File: src/rtl/alu_op_sequencer.sv
// rtl/alu_op_sequencer.sv - command sequencer driving an external 4-bit ALU
// Purpose: accepts one register-file command at a time, issues ALU operands,
//   captures the ALU return into R0..R3 and {C,Z,V}, and emits a response pulse.
// Ports:
//   clk, rst_n                         clock, asynchronous active-low reset
//   cmd_valid/cmd_ready                command handshake
//   cmd_op, cmd_rd, cmd_rs1, cmd_rs2, cmd_imm   command fields
//   alu_a, alu_b, alu_opcode           registered operands to the external ALU
//   alu_result, alu_carry, alu_zero, alu_overflow   ALU return
//   rsp_valid, rsp_result, rsp_flags, rsp_err      response ({C,Z,V} flags)
//   trap, trap_clr                     overflow trap status and clear
// Option: define ALU_SEQ_OVF_TRAP_EN to stall in TRAP after an ADD/SUB overflow.
module alu_op_sequencer #(
  parameter logic [3:0] REG_RST_VAL = 4'b0000
) (
  input  logic       clk,
  input  logic       rst_n,
  input  logic       cmd_valid,
  output logic       cmd_ready,
  input  logic [3:0] cmd_op,
  input  logic [1:0] cmd_rd,
  input  logic [1:0] cmd_rs1,
  input  logic [1:0] cmd_rs2,
  input  logic [3:0] cmd_imm,
  output logic [3:0] alu_a,
  output logic [3:0] alu_b,
  output logic [3:0] alu_opcode,
  input  logic [3:0] alu_result,
  input  logic       alu_carry,
  input  logic       alu_zero,
  input  logic       alu_overflow,
  output logic       rsp_valid,
  output logic [3:0] rsp_result,
  output logic [2:0] rsp_flags,
  output logic       rsp_err,
  output logic       trap,
  input  logic       trap_clr
);

`ifdef ALU_SEQ_OVF_TRAP_EN
  typedef enum logic [1:0] {S_IDLE = 2'd0, S_ISSUE = 2'd1, S_CAPTURE = 2'd2, S_TRAP = 2'd3} state_t;
`else
  typedef enum logic [1:0] {S_IDLE = 2'd0, S_ISSUE = 2'd1, S_CAPTURE = 2'd2} state_t;
`endif

  localparam logic [3:0] OP_LDI = 4'b1000;

  state_t     r_state;
  logic [3:0] r_regs [0:3];
  logic [2:0] r_flags;
  logic [3:0] r_op;
  logic [1:0] r_rd;
  logic [1:0] r_rs1;
  logic [1:0] r_rs2;
  logic [3:0] r_imm;
  logic [3:0] r_alu_a;
  logic [3:0] r_alu_b;
  logic [3:0] r_alu_opcode;
  logic       r_rsp_valid;
  logic [3:0] r_rsp_result;
  logic [2:0] r_rsp_flags;
  logic       r_rsp_err;
  logic       r_cmd_ready;

`ifdef ALU_SEQ_OVF_TRAP_EN
  logic r_trap;
  logic w_add_sub;
  // Only ADD and SUB can raise the trap; logical ops report V from the ALU as-is.
  assign w_add_sub = (r_op[3:1] == 3'b000);
  assign trap      = r_trap;
`else
  logic w_unused_trap_clr;
  assign w_unused_trap_clr = trap_clr;
  assign trap              = 1'b0;
`endif

  assign cmd_ready  = r_cmd_ready;
  assign alu_a      = r_alu_a;
  assign alu_b      = r_alu_b;
  assign alu_opcode = r_alu_opcode;
  assign rsp_valid  = r_rsp_valid;
  assign rsp_result = r_rsp_result;
  assign rsp_flags  = r_rsp_flags;
  assign rsp_err    = r_rsp_err;

  always_ff @(posedge clk or negedge rst_n) begin
    if (!rst_n) begin
      r_state      <= S_IDLE;
      for (int i = 0; i < 4; i++) r_regs[i] <= REG_RST_VAL;
      r_flags      <= 3'b000;
      r_op         <= 4'b0000;
      r_rd         <= 2'b00;
      r_rs1        <= 2'b00;
      r_rs2        <= 2'b00;
      r_imm        <= 4'b0000;
      r_alu_a      <= 4'b0000;
      r_alu_b      <= 4'b0000;
      r_alu_opcode <= 4'b0000;
      r_rsp_valid  <= 1'b0;
      r_rsp_result <= 4'b0000;
      r_rsp_flags  <= 3'b000;
      r_rsp_err    <= 1'b0;
      r_cmd_ready  <= 1'b0;
`ifdef ALU_SEQ_OVF_TRAP_EN
      r_trap       <= 1'b0;
`endif
    end else begin
      r_rsp_valid <= 1'b0;
      case (r_state)
        S_IDLE: begin
          // cmd_ready is registered, so it rises one edge after reset release.
          if (cmd_valid && r_cmd_ready) begin
            r_op        <= cmd_op;
            r_rd        <= cmd_rd;
            r_rs1       <= cmd_rs1;
            r_rs2       <= cmd_rs2;
            r_imm       <= cmd_imm;
            r_cmd_ready <= 1'b0;
            r_state     <= S_ISSUE;
          end else begin
            r_cmd_ready <= 1'b1;
          end
        end
        S_ISSUE: begin
          // Operands are read here, before the CAPTURE writeback, so rd==rs is safe.
          if (!r_op[3]) begin
            r_alu_a      <= r_regs[r_rs1];
            r_alu_b      <= r_regs[r_rs2];
            r_alu_opcode <= r_op;
          end
          r_state <= S_CAPTURE;
        end
        S_CAPTURE: begin
          r_rsp_valid <= 1'b1;
          if (!r_op[3]) begin
            r_regs[r_rd] <= alu_result;
            r_flags      <= {alu_carry, alu_zero, alu_overflow};
            r_rsp_result <= alu_result;
            r_rsp_flags  <= {alu_carry, alu_zero, alu_overflow};
            r_rsp_err    <= 1'b0;
          end else if (r_op == OP_LDI) begin
            r_regs[r_rd] <= r_imm;
            r_flags      <= {1'b0, (r_imm == 4'b0000), 1'b0};
            r_rsp_result <= r_imm;
            r_rsp_flags  <= {1'b0, (r_imm == 4'b0000), 1'b0};
            r_rsp_err    <= 1'b0;
          end else begin
            r_rsp_result <= 4'b0000;
            r_rsp_flags  <= r_flags;
            r_rsp_err    <= 1'b1;
          end
`ifdef ALU_SEQ_OVF_TRAP_EN
          if (w_add_sub && alu_overflow) begin
            r_trap  <= 1'b1;
            r_state <= S_TRAP;
          end else begin
            r_cmd_ready <= 1'b1;
            r_state     <= S_IDLE;
          end
`else
          r_cmd_ready <= 1'b1;
          r_state     <= S_IDLE;
`endif
        end
`ifdef ALU_SEQ_OVF_TRAP_EN
        S_TRAP: begin
          if (trap_clr) begin
            r_trap      <= 1'b0;
            r_cmd_ready <= 1'b1;
            r_state     <= S_IDLE;
          end
        end
`endif
        default: begin
          r_cmd_ready <= 1'b0;
          r_state     <= S_IDLE;
        end
      endcase
    end
  end

endmodule

File: config.mk
export PLATFORM = sky130hd
export DESIGN_NAME = alu_op_sequencer
export DESIGN_NICKNAME = d
export VERILOG_FILES = /design/src/rtl/alu_op_sequencer.sv
export SDC_FILE = /design/constraint.sdc
export NUM_CORES = 1
export LEC_CHECK = 0
export ABC_AREA = 1
export CORE_MARGIN = 5
export CORE_UTILIZATION = 55
export CTS_BUF_LIST = sky130_fd_sc_hd__clkbuf_4
export DETAILED_ROUTE_END_ITERATION = 10
export PLACE_DENSITY_LB_ADDON = 0.25
export SLEW_MARGIN = 20
export SYNTH_ARGS = -nofsm -noshare
export SYNTH_HDL_FRONTEND = slang
export SYNTH_SLANG_ARGS = --single-unit
File: constraint.sdc
create_clock -name clk -period 2.4 [get_ports clk]
set_input_delay 0.72 -clock clk [delete_from_list [all_inputs] [get_ports clk]]
set_output_delay 0.72 -clock clk [all_outputs]
set_load 0.01 [all_outputs]
==> flow_summary_export.csv <==
group,metric,value,unit
floorplan,die_y,77.5,um
synth,ys_top_cells_by_area,"dfrtp_1, nand2_1, nand4_1, nand3_1, inv_1",
route,vias,2149,
sta,tightestPinTransition,0.628,ns
synth,syn_inst,321,
floorplan,rows,24,
synth,synth_ff_type,"dfrtp_1",
place,io_buffer_count,44,
setup_path,cp_top_family,"buffers and inverters",
grt,grt_pass1_wl,9540,um
synth,synth_top_area_cell,"dfrtp_1",
synth,yosysMostFrequentCell,"nand2_1",
setup_path,cp_cell_sequence,"clkdlybuf4s50_1",
setup_path,crit_cells,1,
synth,syn-cell-area,0.00251,mm^2
grt,grt_use_met3,0.0394,
grt,grt_pass1_vias,2105,
setup_path,reg2reg_from,"r_op[1]$_DFFE_PN0P_",
grt,grt_busiest_layer,"met2",
floorplan,dieArea,0.00601,mm^2
final_layout,area_delta_synth_final,20.1,%
clock_tree,cts_buffer_depth,2,
setup_path,crit_buf_inv,1,
clock_tree,cts_setup_buffers,0,
final_layout,regArea,0.00133,mm^2
clock_tree,clkLatencyLatePin,0.38,ns
clock_tree,cts_root_buffer,"clkbuf_4",
sta,skew,0.00899,ns
clock_tree,cts_hold_buffers,0,
place,post-dp-hpwl,3990,um
floorplan,ios,48,
setup_path,cp.required,1.68,ns
route,routedWlPerCell,13.2,um
synth,synth_warnings,0,
sta,period_needed,2.06,ns
sta,rsz0062_at_grt,"no",
floorplan,core,0.00438,mm^2
status,status,"complete, no violations",
sta,tns,0,ns
grt,grt_use_met1,0.250,
route,drt_iter0_markers,171,
clock_tree,htreeDepth,2,
sta,slew_viol_final,0,
final_layout,multi_input_area,970,um^2
grt,grt_max_degree,39,
clock_tree,cts.sinks,53,
route,remaining_drc_errors,0,
setup_path,crit_fanout,3,
power_and_ir_drop,p_leak,1.57,nW
synth,synth_top_area_frac,0.529,
run,drv_cap,0,
final_layout,fill_cells,378,
grt,use_met2,0.326,
setup_path,crit_type,"flip-flop to output port",
synth,synth_cell_types,18,
synth,yosysSeqAreaShare,0.529,
grt,grtUsageTotal,0.195,
route,viasPerCell,5.15,
sta,relSlewSlack,0.580,
setup_path,rr_worst_depth,7,
setup_path,worstSetupStartpointType,"flip-flop",
route,firstDrtPassIters,4,
power_and_ir_drop,powerDensity,1290,mW/mm^2
sta,finalHoldViolCount,0,
place,gp_congestion,0.845,
grt,gr-total-overflow,0,
route,antenna_left,0,
setup_path,arrival,1.34,ns
clock_tree,cts_repair_resize_count,0,
sta,fin_crit_sh,0.858,
synth,synth_area_per_cell,7.81,um^2
sta,fmax,0.485,GHz
grt,antenna_found_initial,0,
synth,yosys_register_bits,53,
setup_path,worst_path_max_delay_cell,"clkdlybuf4s50_1",
clock_tree,clkTransAtPathRegs,0.15,ns
hold_path,hp-class,"input port to asynchronous set/reset pin",
final_layout,finalNetCount,389,
sta,setup_viol,0,
setup_path,reg2reg_setup_slack,0.79,ns
floorplan,die_width,77.5,um
setup_path,worstSetupEndpointType,"output port",
final_layout,layout-drive-gt1-share,0.0932,
sta,hold_ws,0.238,ns
clock_tree,cts_buffers,5,
floorplan,start_util,0.572,
clock_tree,cts_tree,"done",
power_and_ir_drop,irDropWorstVdd,0.704,mV
synth,synthArstFlopShare,1.00,
setup_path,r2r-end,"rsp_result[2]$_DFFE_PN0P_",
route,wirelength,5480,um
final_layout,antenna_cells,0,
setup_path,slowest_delay,0.55,ns
synth,ys_top_cells_by_count,"nand2_1, dfrtp_1, inv_1",
synth,synth_edf_count,0,
==> report_power, final <==
group	total, W	internal [W]	leakage [nW]	switching [W]
clock network	0.000400	0.000111	0.0310	0.000289
logic	0.00186	0.000744	0.889	0.00111
registers	0.00162	0.00131	0.647	0.000309
==> layout make-up <==
| cell class | instances | share of cell area |
|---|---|---|
| inverters | 34 | 0.0440 |
| clock buffers | 5 | 0.0125 |
| flip-flops and latches | 53 | 0.440 |
| well taps | 52 | 0.0216 |
| multi-input cells | 224 | 0.322 |
| repair buffers | 46 | 0.154 |
| clock inverters | 3 | 0.00582 |
==> flip-flops by register name, indices dropped and copies added (netlist names) <==
signal      count
alu_a           4
alu_b           4
alu_opcode      3
cmd_ready       1
r_imm           4
r_op            4
r_rd            2
r_regs         16
r_rs1           2
r_rs2           2
r_state         2
rsp_err         1
rsp_flags       3
rsp_result      4
rsp_valid       1
==> per-layer routing <==
metal	share of wire	wire, um
met3	0.051	277
met2	0.48	2630
met5	0	0
met1	0.46	2500
met4	0.014	78
==> how the worst max path moves through the flow <==
stage | startpoint | to | slack (ns)
3_3_place_gp | cmd_valid | r_rd[0]$_DFFE_PN0P_ | 0.46
5_1_grt | cmd_ready$_DFFE_PN0P_ | cmd_ready | 0.26
3_5_place_dp | cmd_valid | r_rs1[0]$_DFFE_PN0P_ | 0.41
2_1_floorplan | cmd_valid | r_op[3]$_DFFE_PN0P_ | 1.10
4_1_cts | cmd_ready$_DFFE_PN0P_ | cmd_ready | 0.32
6_report | cmd_ready$_DFFE_PN0P_ | cmd_ready | 0.34
==> cells by family after synthesis <==
group	Yosys count	synth area share
simple gates	207	0.354
flops	53	0.529
buf+inv	45	0.0858
compound gates	15	0.0299
other cells	1	0.00150
==> cells in the final DEF (no fill, tap or decap), drive strengths merged <==
master	instances
nand3	23
conb	2
nor2	12
clkinv	3
dfrtp	53
clkinvlp	1
a21oi	1
clkbuf	5
buf	3
nand4	17
o21ai	14
clkdlybuf4s50	43
inv	33
nand2	155
==> metrics by stage <==
| stage | cells | power, W | setup WS (ns) | cell area [um^2] | util |
|---|---|---|---|---|---|
| after detailed placement | 409 | 0.00350 | 0.412 | 2960 | 0.674 |
| after global routing | 417 | 0.00425 | 0.259 | 3010 | 0.687 |
| final | 417 | 0.00388 | 0.340 | 3010 | 0.687 |
| after CTS | 417 | 0.00390 | 0.320 | 3010 | 0.687 |
| after global placement | 409 | 0.00344 | 0.461 | 2960 | 0.674 |
| after floorplan | 322 | 0.00285 | 1.10 | 2510 | - |
No activity file was read; power rests on OpenSTA's default activity.
